--- config.mk ---
export PLATFORM = sky130hd
export DESIGN_NAME = multdiv_sequencer
export DESIGN_NICKNAME = d
export VERILOG_FILES = /design/src/rtl/multdiv_sequencer_pkg.sv /design/src/rtl/multdiv_sequencer_md_wb_arbiter.sv /design/src/rtl/multdiv_sequencer.sv
export SDC_FILE = /design/constraint.sdc
export NUM_CORES = 1
export LEC_CHECK = 0
export ABC_AREA = 0
export BUFFER_PORTS_ARGS = -buffer_cell sky130_fd_sc_hd__buf_2
export CORE_UTILIZATION = 30
export CTS_CLUSTER_SIZE = 16
export DETAILED_ROUTE_END_ITERATION = 8
export HOLD_SLACK_MARGIN = 0.03
export PLACE_DENSITY_LB_ADDON = 0.05
export SLEW_MARGIN = 20
export SYNTH_ARGS = -nofsm -noshare
export SYNTH_HDL_FRONTEND = slang
export SYNTH_SLANG_ARGS = --single-unit
--- constraint.sdc ---
create_clock -name clock -period 4 [get_ports clock]
set_input_delay 0.6 -clock clock [delete_from_list [all_inputs] [get_ports clock]]
set_output_delay 0.6 -clock clock [all_outputs]
set_load 0.05 [all_outputs]
--- src/rtl/multdiv_sequencer_pkg.sv ---
// Shared constants for the mult/div sequencer: FSM encoding, exception
// writeback values and the ALU opcodes that select the multdiv operation.
package multdiv_sequencer_pkg;

   typedef logic [1:0] state_t;

   localparam state_t ST_IDLE = 2'd0;
   localparam state_t ST_BUSY = 2'd1;
   localparam state_t ST_HOLD = 2'd2;

   localparam int RSTATUS_REG = 30;
   localparam int EXC_MULT    = 4;
   localparam int EXC_DIV     = 5;

   localparam logic [4:0] ALU_MULT = 5'b00110;
   localparam logic [4:0] ALU_DIV  = 5'b00111;

   function automatic logic [4:0] md_opcode(input logic is_div);
      return is_div ? ALU_DIV : ALU_MULT;
   endfunction

endpackage

--- src/rtl/multdiv_sequencer_md_wb_arbiter.sv ---
// Regfile write-port mux: pipeline writeback first, then a fresh multdiv
// result, then the one-entry hold buffer filled when the pipe owned the port.
module md_wb_arbiter #(
   parameter int DATA_W = 32,
   parameter int REG_W  = 5
) (
   input  logic              clock,
   input  logic              wb_pipe_we,
   input  logic [REG_W-1:0]  wb_pipe_rd,
   input  logic [DATA_W-1:0] wb_pipe_data,
   input  logic              res_valid,
   input  logic [REG_W-1:0]  res_rd,
   input  logic [DATA_W-1:0] res_data,
   input  logic              hold_valid,
   output logic              ctrl_writeEnable,
   output logic [REG_W-1:0]  ctrl_writeReg,
   output logic [DATA_W-1:0] data_writeReg
);

   logic [REG_W-1:0]  hold_rd;
   logic [DATA_W-1:0] hold_data;

   // Buffer contents are only meaningful while the FSM sits in HOLD.
   always_ff @(posedge clock) begin
      if (res_valid && wb_pipe_we) begin
         hold_rd   <= res_rd;
         hold_data <= res_data;
      end
   end

   always_comb begin
      ctrl_writeEnable = wb_pipe_we;
      ctrl_writeReg    = wb_pipe_rd;
      data_writeReg    = wb_pipe_data;
      if (!wb_pipe_we) begin
         if (res_valid) begin
            ctrl_writeEnable = 1'b1;
            ctrl_writeReg    = res_rd;
            data_writeReg    = res_data;
         end else if (hold_valid) begin
            ctrl_writeEnable = 1'b1;
            ctrl_writeReg    = hold_rd;
            data_writeReg    = hold_data;
         end
      end
   end

endmodule

--- src/rtl/multdiv_sequencer.sv ---
// Mult/div issue sequencer with hazard tracking and regfile write arbitration.
// Define MD_TIMEOUT_EN to turn a missing md_ready into a status exception.
module multdiv_sequencer
   import multdiv_sequencer_pkg::*;
#(
   parameter int DATA_W     = 32,
   parameter int REG_W      = 5,
   parameter int MAX_CYCLES = 40,
   parameter int CNT_W      = 6
) (
   input  logic              clock,
   input  logic              reset,
   input  logic              issue_valid,
   input  logic              issue_is_div,
   input  logic [REG_W-1:0]  issue_rd,
   output logic              issue_stall,
   output logic              md_ctrl_mult,
   output logic              md_ctrl_div,
   input  logic              md_ready,
   input  logic [DATA_W-1:0] md_result,
   input  logic              md_exception,
   input  logic [REG_W-1:0]  dec_rs,
   input  logic [REG_W-1:0]  dec_rt,
   input  logic [REG_W-1:0]  dec_rd,
   input  logic              dec_valid,
   output logic              hazard_stall,
   input  logic              wb_pipe_we,
   input  logic [REG_W-1:0]  wb_pipe_rd,
   input  logic [DATA_W-1:0] wb_pipe_data,
   output logic              ctrl_writeEnable,
   output logic [REG_W-1:0]  ctrl_writeReg,
   output logic [DATA_W-1:0] data_writeReg,
   output logic [CNT_W-1:0]  busy_cycles
);

`ifdef MD_TIMEOUT_EN
   localparam bit TIMEOUT_EN = 1'b1;
`else
   localparam bit TIMEOUT_EN = 1'b0;
`endif
   // Fires in the MAX_CYCLES-th BUSY cycle, i.e. when the counter shows one less.
   localparam logic [CNT_W-1:0] TIMEOUT_AT = CNT_W'(MAX_CYCLES - 1);

   state_t            state, state_nxt;
   logic [REG_W-1:0]  pend_rd;
   logic              pend_div;
   logic [4:0]        op;
   logic              accept, timeout, done, exc;
   logic              res_valid, hold_load;
   logic [REG_W-1:0]  res_rd;
   logic [DATA_W-1:0] res_data;

   function automatic logic [CNT_W-1:0] sat_inc(input logic [CNT_W-1:0] v);
      return (v == {CNT_W{1'b1}}) ? v : v + 1'b1;
   endfunction

   function automatic logic reg_match(input logic [REG_W-1:0] r,
                                      input logic [REG_W-1:0] rs,
                                      input logic [REG_W-1:0] rt,
                                      input logic [REG_W-1:0] rd);
      return (rs == r) || (rt == r) || (rd == r);
   endfunction

   assign op           = md_opcode(issue_is_div);
   assign accept       = (state == ST_IDLE) && issue_valid;
   assign md_ctrl_mult = accept && (op == ALU_MULT);
   assign md_ctrl_div  = accept && (op == ALU_DIV);
   assign issue_stall  = (state != ST_IDLE) && issue_valid;

   assign timeout = TIMEOUT_EN && (state == ST_BUSY) && (busy_cycles >= TIMEOUT_AT);
   assign done    = (state == ST_BUSY) && (md_ready || timeout);
   assign exc     = md_exception || timeout;
   assign res_rd  = exc ? REG_W'(RSTATUS_REG) : pend_rd;
   assign res_data = exc ? (pend_div ? DATA_W'(EXC_DIV) : DATA_W'(EXC_MULT)) : md_result;

   // A clean result aimed at r0 is dropped instead of occupying the port.
   assign res_valid = done && (exc || (pend_rd != '0));
   assign hold_load = res_valid && wb_pipe_we;

   assign hazard_stall = dec_valid &&
      (((state != ST_IDLE) && (pend_rd != '0) && reg_match(pend_rd, dec_rs, dec_rt, dec_rd)) ||
       (issue_stall && reg_match(issue_rd, dec_rs, dec_rt, dec_rd)));

   always_comb begin
      state_nxt = state;
      case (state)
         ST_IDLE: if (accept) state_nxt = ST_BUSY;
         ST_BUSY: if (done) state_nxt = hold_load ? ST_HOLD : ST_IDLE;
         ST_HOLD: if (!wb_pipe_we) state_nxt = ST_IDLE;
         default: state_nxt = ST_IDLE;
      endcase
   end

   always_ff @(posedge clock or negedge reset) begin
      if (!reset) begin
         state       <= ST_IDLE;
         pend_rd     <= '0;
         pend_div    <= 1'b0;
         busy_cycles <= '0;
      end else begin
         state <= state_nxt;
         if (accept) begin
            pend_rd     <= issue_rd;
            pend_div    <= issue_is_div;
            busy_cycles <= '0;
         end else begin
            // Track the exception destination while the result waits in HOLD.
            if (hold_load) pend_rd <= res_rd;
            if (state == ST_BUSY) busy_cycles <= sat_inc(busy_cycles);
         end
      end
   end

   md_wb_arbiter #(
      .DATA_W (DATA_W),
      .REG_W  (REG_W)
   ) u_arb (
      .clock            (clock),
      .wb_pipe_we       (wb_pipe_we),
      .wb_pipe_rd       (wb_pipe_rd),
      .wb_pipe_data     (wb_pipe_data),
      .res_valid        (res_valid),
      .res_rd           (res_rd),
      .res_data         (res_data),
      .hold_valid       (state == ST_HOLD),
      .ctrl_writeEnable (ctrl_writeEnable),
      .ctrl_writeReg    (ctrl_writeReg),
      .data_writeReg    (data_writeReg)
   );

endmodule
==> impl_metrics.ini <==
[run_status]
status = completed

[place]
placed_cells = 549
dp_hpwl_um = 6320
gp_congestion = 0.772
dp_slack_ps = 841
port_buffers = 144

[yosys]
yosys.area_share.simple_pct = 14.2
yosysWarningCount = 0
syn_area_um2 = 3260
syn_nets = 389
synthMuxAreaShare_pct = 0.652
avgSynthCellArea_um2 = 11.2
post_synth_fa_ha_maj_area_fraction_pct = 0.383
synth_top_family_by_area = compound AO/OA/AOI/OAI gates
synth_xor_area_share_pct = 9.39
synth_cell_type_count = 40
synth_edf_count = 37
yosys_register_bits = 51
synth-compound-area-share_pct = 25.7
synth_ff_type = edfxtp_1
async_flop_share_pct = 27.5
ys_seq_area_share_pct = 44.8
synthCells = 291

[clocking]
cts_tree = built
clock_sinks = 51
clk_latency_ps = 300
cts_buffers = 5
path_clk_slew_ps = 100
htreeDepth = 2
clock_path_buffers = 2
post_cts_resized = 0
post_cts.repair.setup_buffers = 0
postCtsHoldBufs = 0
cts_root_buffer = clkbuf_8

[sta]
period_share_pct = 79.7
finClkSkew_ps = 10.3
setup-violations-final = 0
tightestPinTransition_ps = 919
setup_tns_ps = 0
relSlewSlack_pct = 38.8
hold_viol_final = 0
setup_slack_ps = 813
maxSlewViolCount = 0
layout_min_cycle_time_ps = 3190
max_freq_mhz = 314
rsz0062_at_grt = false

[layout]
utilization_pct = 39.7
antenna_cells = 0
multi_input_area_um2 = 1640
areaGrowthSynthToFinish_pct = 26.8
drive_gt1_share_pct = 46.3
stdcell_count = 557
fillCellCount = 1094
regArea_um2 = 1460
layout_commonest_cell = buf_2
fin_nets = 518
final_cell_mix = buf_2 (144), o22a_1 (41), edfxtp_1 (37), nor2b_1 (33), o32a_2 (26)

[drt]
dr.pass1.iters = 4
drt-total-wl_um = 9190
avgRoutedWirePerCell_um = 16.5
avgViaCountPerCell = 5.10
drc_errors = 0
ant_nets = 0
num_vias = 2841
drt-initial-drc-count = 105

[setup_path]
start_kind = flop
required_ps = 3400
critPathKind = reg2out
path_max_fanout = 33
reg2reg_from = state[1]
cp-startpoint = pend_rd[2]
end_kind = primary output
worst_ep_arrival_time_ps = 2590

[power]
p_leak_uw = 0.00166
power_density_nw_per_um2 = 457
ir_drop_mv = 0.223

[floorplanning]
die_area_um2 = 11300
die_w_um = 106
rows = 37
core_um2 = 10400
pin_count = 145
initial_utilization_pct = 31.3
dieHeight_um = 106

[global_routing]
first_global_vias = 2819
overflow = 0
track_usage_pct = 16.3
grt_pass1_wl_um = 14400
antenna_found_initial = 0
grt_max_degree = 43

[min_path]
hold_path_class = in2async

[run]
drv_cap = 0
## kinds of logic after synthesis
logic type,after synthesis
AOI/OAI and AO/OA,90
DFF,51
xor gates and xnor gates,35
adders and majority gates,1
muxes,2
and+or+nand+nor,80
buffers and inverters,32
## layer usage
layer  vias up  global-route usage, %  share of wire [%]
li1       1381                      -                  -
met1      1369                   21.4                 46
met2        86                   28.1                 48
met3         5                   2.45                4.7
met4         0                   3.57               0.85
met5         -                      0                  0
## path summary, 6_finish.rpt
kind	end	slack, ps	cells after the start
max	data_writeReg[27]	810	6
min	busy_cycles[4]	180	1
max reg2reg	u_arb.hold_data[25]	1550	3
min reg2reg	pend_div	530	1
max in group asynchronous	state[0]	3560	1
min in group clock	pend_div	530	1
## worst max-delay path: stages (launching register included)
cell     delay (ps)
dfrtp_1         520
or4_4           600
nor3_4          110
buf_4           380
o32a_1          220
o22a_1          160
buf_2           270
## area by class of cell
cell class	count	share of cell area (%)
tap	136	4.11
clock buffer	7	1.84
multi-input combinational	208	39.7
clock inverter	1	0.121
inverter	4	0.363
sequential	51	35.3
timing repair buffer	150	18.5
## flip-flops by register name, summed over array words and instances, names as in the netlist
name	flops
busy_cycles	6
u_arb.hold_rd	5
pend_div	1
pend_rd	5
state	2
u_arb.hold_data	32
## Yosys cell counts (all sizes together), types with 6 or more instances
library cell	instances	area share (%)
buf	9	2.2
clkbuf	19	2.2
dfrtp	14	11
edfxtp	37	34
nand2	8	0.92
nand3	6	0.92
nor2	11	1.5
nor2b	33	6.3
o22a	45	12
o32a	33	11
xnor2	23	6.2
xor2	12	3.2
## power by group
part	internal [µW]	switching [µW]	leakage (µW)
registers	638	91.9	0.000515
logic	318	548	0.00110
clock network	123	171	0.0000422
total	1080	812	0.00166
## stage by stage
| stage | cell area, µm² | power (µW) | hold WS, ps |
|---|---|---|---|
| floorplan | 3260 | 1410 | 304 |
| global placement | 4060 | 1610 | 516 |
| detailed placement | 4060 | 1620 | 519 |
| CTS | 4140 | 1920 | 184 |
| global route | 4140 | 2010 | 186 |
| finish | 4140 | 1890 | 183 |
(Power assumes the default switching activity.)
